File: config.mk
export PLATFORM = sky130hd
export DESIGN_NAME = ioctl_mem_arb
export DESIGN_NICKNAME = d
export VERILOG_FILES = /design/src/rtl/ioctl_mem_arb.sv
export SDC_FILE = /design/constraint.sdc
export NUM_CORES = 1
export LEC_CHECK = 0
export ABC_AREA = 1
export CORE_MARGIN = 2
export CORE_UTILIZATION = 41
export DETAILED_ROUTE_END_ITERATION = 6
export MAX_ROUTING_LAYER = met4
export PLACE_DENSITY = 0.87
export SLEW_MARGIN = 20
export SYNTH_ARGS = -nofsm -noshare
export SYNTH_HDL_FRONTEND = slang
export SYNTH_SLANG_ARGS = --single-unit
File: constraint.sdc
create_clock -name clk_sys -period 2.1 [get_ports clk_sys]
set_input_delay 0.21 -clock clk_sys [delete_from_list [all_inputs] [get_ports clk_sys]]
set_output_delay 0.21 -clock clk_sys [all_outputs]
set_load 0.01 [all_outputs]
File: src/rtl/ioctl_mem_arb.sv
// ioctl_mem_arb: shares one byte-wide memory port between the data_io stream and core requests.
// Define IOCTL_INTERLEAVE_EN to give the core one access slot between ioctl bytes.
module ioctl_mem_arb #(
    parameter int ADDR_W = 25
) (
    input  logic              clk_sys,
    input  logic              reset,
    input  logic              ioctl_download,
    input  logic              ioctl_upload,
    input  logic              ioctl_wr,
    input  logic [ADDR_W-1:0] ioctl_addr,
    input  logic [7:0]        ioctl_dout,
    output logic [7:0]        ioctl_din,
    output logic              clkref_n,
    input  logic              core_req,
    input  logic              core_we,
    input  logic [ADDR_W-1:0] core_addr,
    input  logic [7:0]        core_din,
    output logic [7:0]        core_dout,
    output logic              core_ack,
    output logic              mem_req,
    output logic              mem_we,
    output logic [ADDR_W-1:0] mem_addr,
    output logic [7:0]        mem_din,
    input  logic [7:0]        mem_dout,
    input  logic              mem_ack,
    output logic              xfer_busy
);
    typedef enum logic [2:0] {IDLE, STROBE, GAP, IO_MEM, CORE_MEM} state_t;
    state_t state;
    logic   xfer, core_ok;
    assign xfer = ioctl_download | ioctl_upload;
`ifdef IOCTL_INTERLEAVE_EN
    logic turn;
    assign core_ok = core_req & (~xfer | turn);
    // the core earns a turn after every ioctl slot and gives it back once served
    always_ff @(posedge clk_sys or posedge reset)
        if (reset) turn <= 1'b0;
        else if (state == CORE_MEM && mem_ack) turn <= 1'b0;
        else if ((state == IO_MEM && mem_ack) || (state == GAP && !ioctl_upload && !ioctl_wr)) turn <= 1'b1;
`else
    assign core_ok = core_req & ~xfer;
`endif
    always_ff @(posedge clk_sys or posedge reset) begin
        if (reset) begin
            state     <= IDLE;
            clkref_n  <= 1'b1;
            mem_req   <= 1'b0;
            mem_we    <= 1'b0;
            mem_addr  <= '0;
            mem_din   <= '0;
            ioctl_din <= '0;
            core_ack  <= 1'b0;
            core_dout <= '0;
            xfer_busy <= 1'b0;
        end else begin
            core_ack  <= 1'b0;
            clkref_n  <= 1'b1;
            xfer_busy <= xfer | (state == GAP && (ioctl_upload || ioctl_wr)) | (state == IO_MEM && !mem_ack);
            case (state)
                IDLE:
                    if (core_ok) begin
                        state    <= CORE_MEM;
                        mem_req  <= 1'b1;
                        mem_we   <= core_we;
                        mem_addr <= core_addr;
                        mem_din  <= core_din;
                    end else if (xfer) begin
                        state    <= STROBE;
                        clkref_n <= 1'b0;
                    end
                STROBE: state <= GAP;
                GAP:
                    if (ioctl_upload) begin
                        state    <= IO_MEM;
                        mem_req  <= 1'b1;
                        mem_we   <= 1'b0;
                        mem_addr <= ioctl_addr;
                    end else if (ioctl_wr) begin
                        state    <= IO_MEM;
                        mem_req  <= 1'b1;
                        mem_we   <= 1'b1;
                        mem_addr <= ioctl_addr;
                        mem_din  <= ioctl_dout;
                    end else state <= IDLE;
                IO_MEM:
                    if (mem_ack) begin
                        state   <= IDLE;
                        mem_req <= 1'b0;
                        mem_we  <= 1'b0;
                        if (!mem_we) ioctl_din <= mem_dout;
                    end
                CORE_MEM:
                    if (mem_ack) begin
                        state    <= IDLE;
                        mem_req  <= 1'b0;
                        mem_we   <= 1'b0;
                        core_ack <= 1'b1;
                        if (!mem_we) core_dout <= mem_dout;
                    end
                default: state <= IDLE;
            endcase
        end
    end
endmodule
After elaboration in Yosys (flattened, before gate mapping)
Index checks and enable logic that the tools add are counted.
{"block": "totals", "regBits": 57, "out_inout_bits": 54, "word_cells": 67, "input_bits": 82}
{"block": "op_classes", "n_reduce_logical": 14, "eq_ne": 10, "n_mux": 27, "bitwise": 6}
{"operator": "2-to-1 mux 25 bit", "count": 3}
{"operator": "one-hot mux 25 bit (2 select lines)", "count": 1}
{"operator": "2-to-1 mux 8 bit", "count": 3}
{"operator": "one-hot mux 8 bit (2 select lines)", "count": 1}
{"operator": "one-hot mux 3 bit (4 select lines)", "count": 1}
{"operator": "2-to-1 mux 1 bit", "count": 11}
{"operator": "2-to-1 mux 3 bit", "count": 3}
{"operator": "AND reduction 3 bit", "count": 3}
{"operator": "AND reduction 4 bit", "count": 2}
{"operator": "== test 3 x 2 -> 1 bit, second input constant", "count": 2}
{"operator": "inequality test 2 bit, second input constant", "count": 3}
{"operator": "inequality test 3 bit, second input constant", "count": 2}
{"operator": "one-hot mux 1 bit (3 select lines)", "count": 2}
{"operator": "2-to-1 mux 2 bit", "count": 2}
{"operator": "== test 3 x 1 -> 1 bit, second input constant", "count": 1}
{"operator": "== test 3 bit, second input constant", "count": 1}
{"operator": "zero test 3 bit", "count": 1}
{"operator": "bitwise OR 1 bit", "count": 3}
{"operator": "nonzero test 3 bit", "count": 1}
{"operator": "logical AND 1 bit", "count": 2}
{"operator": "inequality test 2 x 1 -> 1 bit, second input constant", "count": 1}
{"operator": "inverter 1 bit", "count": 2}
{"operator": "AND reduction 2 bit", "count": 1}
{"operator": "nonzero test 2 bit", "count": 1}
{"operator": "other kinds (4)", "count": 4}

Longest topological paths before layout
{"block": "logic_depth", "ltp_word": 5, "depth_mapped": 9, "ltp_nobuf": 8}

Worst setup path after synthesis
No wires, ideal clock.
{"block": "synth_timing", "path_type": "reg-to-reg", "from": "reg state[2]", "to": "reg mem_addr[11]", "setup_time_ns": 0.117, "path_stages_with_launch": 10, "t_arrival_ns": 1.237, "t_required_ns": 1.983, "path_slack_ns": 0.746, "n_path_buf": 1, "synth_period_minus_slack_ns": 1.354, "cell_sequence": "dfrtp_1 inv_2 nand2_4 nor2_8 nand2_4 nand2_4 inv_4 buf_6 nand2_1 nand2_1"}
{"block": "synth_between", "elab_chain_cells": 3, "word_cells_on_any_way": 7, "cone_classes": "eq/ne: 3; mux: 1; reduce/logical: 3"}
{"element": "start, declared", "line": "30", "rtl": "state_t state;"}
{"element": "start signal, assigned", "line": "46", "rtl": "state <= IDLE;"}
{"element": "start signal, assigned", "line": "63", "rtl": "state <= CORE_MEM;"}
{"element": "start signal, assigned", "line": "69", "rtl": "state <= STROBE;"}
{"element": "== test 3 x 2 -> 1 bit / zero test 3 bit (equally long branches)", "line": "60", "rtl": "case (state)"}
{"element": "inequality test 3 bit (no source line) (tied with other cells)"}
{"element": "AND reduction 3 bit (no source line)"}
{"element": "end signal, assigned", "line": "66", "rtl": "mem_addr <= core_addr;"}
{"element": "end signal, assigned", "line": "78", "rtl": "mem_addr <= ioctl_addr;"}
{"element": "end signal, assigned", "line": "83", "rtl": "mem_addr <= ioctl_addr;"}
{"element": "end, declared", "line": "23", "rtl": "output logic [ADDR_W-1:0] mem_addr,"}
Several ways; a longest one is shown, not always the timed one.
A chain may end at the register's enable or synchronous reset.

Worst setup path after layout
{"block": "layout_timing", "from": "reg state[2]", "to": "reg mem_addr[2]"}
Same word-level chain as after synthesis.

==> impl_metrics.csv <==
group,metric,value,unit
run_status,status,"finished, final reports clean",
sta,drv_slew,0,
worst_setup_path,endpoint_kind,"register",
detailed_routing,drtIter0Drc,98,
sta,max_slew_margin,63.71,%
clock_network,clock_latency,0.31,ns
sta,fin_skew,0.007397,ns
synthesis,ys.flop_type,"dfrtp_1",
place,dp_cells,572,
worst_setup_path,worstSetupPathType,"register to register",
synthesis,synth.largest_area_cell,"dfrtp_1",
global_routing,grt_max_degree,58,
synthesis,synth_most_common_cell,"nand2_1",
die,io_pins,136,
die,die_area,0.007411,mm2
global_routing,grt_pass1_wl,11.69,mm
place,port_buffers,135,
synthesis,synth_area_leaders,"dfrtp_1 51%, nand2_1 31%, nand3_1 3.1%, o21ai_0 2.9%, inv_1 2.0%",
sta,setup_viol,0,
sta,max_freq,569.9,MHz
final_layout,nets,588,
power_and_ir_drop,powerDensity,1282,mW/mm2
die,initial_core_util,43.02,%
sta,worst_pin_slew,0.5436,ns
synthesis,synth_cells,369,
power_and_ir_drop,static-leakage-power,2.215,nW
clock_network,postCtsSetupRepairBufs,0,
clock_network,post_cts_resized,0,
global_routing,overflow,0,
place,dp_hpwl,5.516,mm
die,die_w,86.09,um
detailed_routing,vias_per_cell,4.663,
worst_setup_path,crit_arrival,1.94,ns
clock_network,clock_sinks,57,
final_layout,finish.instance_area,0.004347,mm2
place,routabilityCongestion,0.8702,
final_layout,post-route-util,67.68,%
place,dpl-instance-area,0.004154,mm2
die,die_y,86.09,um
final_layout,drive_gt1_share,6.849,%
worst_setup_path,required,2.29,ns
clock_network,cts_tree,"yes",
synthesis,syn_area_per_cell,7.487,um2
die,num_rows,29,
synthesis,synth_top_area_share,50.72,%
worst_setup_path,crit_path_max_fanout,26,
min_path,hp-class,"input pin to asynchronous set/reset pin",
sta,period_share,83.56,%
sta,period_minus_slack,1.755,ns
global_routing,antenna_found_initial,0,
die,fp.coreArea,0.006422,mm2
detailed_routing,routed_wl,7.194,mm
clock_network,root_buffer,"clkbuf_8",
synthesis,async_flop_share,100.0,%
detailed_routing,dr.pass1.iters,4,
place,post-place-ws,0.3103,ns
synthesis,yosys_register_bits,57,
flow_run,maxCapViolations,0,
final_layout,area_growth_syn_to_layout,57.34,%
synthesis,syn-num-nets,451,
final_layout,antenna_cells,0,
power_and_ir_drop,vdd.ir_drop.worst,670.9,uV
clock_network,cts_buffers,9,
sta,whs,0.2768,ns
clock_network,clk_pin_slew,0.06,ns
clock_network,clockBufferDepth,2,
power_and_ir_drop,total_power,5.570,mW
clock_network,cts_max_level,3,
sta,rsz0062_at_grt,"no",
clock_network,ctsHoldBuffers,0,
synthesis,ys_seq_area_share,51.68,%
global_routing,grt_util_all_layers,20.42,%
global_routing,grt_pass1_vias,2685,
detailed_routing,wire_per_inst,12.23,um
sta,finalHoldViolCount,0,
worst_setup_path,start_kind,"register",
detailed_routing,ant_nets,0,
synthesis,synth.distinct_cells,19,
sta,setup_ws,0.3453,ns
detailed_routing,drc_errors,0,
synthesis,synth_area,0.002763,mm2
synthesis,yosys_warnings,0,
detailed_routing,via_count,2742,
synthesis,synth_common_cells,"228 x nand2_1, 56 x dfrtp_1, 17 x nand3_1",
final_layout,fin_cells,588,
sta,tns,0,ns
final_layout,fill_cells,535,
synthesis,synth_edf_count,0,
where the power goes:
| group | leakage (nW) | total [mW] | internal (mW) | switching, mW |
|---|---|---|---|---|
| registers | 0.719 | 1.86 | 1.57 | 0.294 |
| logic | 1.39 | 2.77 | 1.32 | 1.44 |
| clock network | 0.102 | 0.937 | 0.554 | 0.383 |
| total | 2.22 | 5.57 | 3.45 | 2.12 |
state kept, by name, indices dropped and copies added (netlist names):
signal	flops
mem_addr	25
core_dout	8
ioctl_din	8
mem_din	8
state	3
clkref_n	1
core_ack	1
mem_req	1
mem_we	1
xfer_busy	1
placed cells by master (no fill, tap or decap), types with 2 or more instances in the layout:
cell type / netlist / final
nand2_1: 228 / 228
clkdlybuf4s50_1: 0 / 135
dfrtp_1: 56 / 56
nand3_1: 17 / 17
o21ai_0: 16 / 16
inv_1: 15 / 14
clkbuf_8: 0 / 13
nor2_1: 6 / 6
inv_2: 4 / 5
nand2_4: 3 / 3
buf_4: 6 / 3
nand2_2: 2 / 2
nand3_2: 2 / 2
nand4_1: 2 / 2
clkinv_2: 0 / 2
final cells by class:
| cell class | instances | area, um2 | share of cell area [%] |
|---|---|---|---|
| Multi-Input combinational cell | 279 | 1159 | 26.66 |
| Timing Repair Buffer | 139 | 1394 | 32.07 |
| Inverter | 20 | 77.57 | 1.785 |
| Sequential cell | 57 | 1428 | 32.84 |
| Clock buffer | 14 | 182.7 | 4.203 |
| Tap cell | 77 | 96.34 | 2.216 |
| Clock inverter | 2 | 10.01 | 0.2303 |
routing by layer:
metal  global-route usage (%)  routed length (um)  vias to the layer above  part of all wire [%]
li1                         -                   -                     1400                     -
met1                    22.18                2826                     1236                    39
met2                    35.94                3744                       96                    52
met3                    5.390                 521                       10                   7.2
met4                    7.071                 101                        0                   1.4
met5                        -                   0                        -                     0
cell families (layout without fill, tap and decap cells):
group | count (synthesis) | after routing | synth area share (%)
flops | 57 | 57 | 51.68
buf+inv | 33 | 175 | 6.386
simple gates | 262 | 262 | 38.86
compound gates | 17 | 17 | 3.080
final timing paths:
| path | start | endpoint | slack (ns) | depth (start not counted) |
|---|---|---|---|---|
| max in group asynchronous | reset | clkref_n$_DFF_PP1_ | 1.53 | 3 |
| worst max-delay path | state[2]$_DFFE_PP0P_ | mem_addr[2]$_DFFE_PP0P_ | 0.35 | 8 |
| worst max register to register | state[2]$_DFFE_PP0P_ | mem_addr[2]$_DFFE_PP0P_ | 0.35 | 8 |
| worst min-delay path | reset | core_dout[7]$_DFFE_PP0P_ | 0.28 | 3 |
| min in group clk_sys | mem_addr[1]$_DFFE_PP0P_ | mem_addr[1]$_DFFE_PP0P_ | 0.47 | 2 |
| worst min register to register | mem_addr[1]$_DFFE_PP0P_ | mem_addr[1]$_DFFE_PP0P_ | 0.47 | 2 |
worst max-delay path: stages, from the launching register on:
cell,delay [ns]
dfrtp_1,0.47
inv_2,0.15
nand2_4,0.08
nor2_8,0.22
nand2_4,0.11
nand2_4,0.25
inv_4,0.18
nand2_1,0.10
nand2_1,0.07
(Power assumes the default switching activity.)
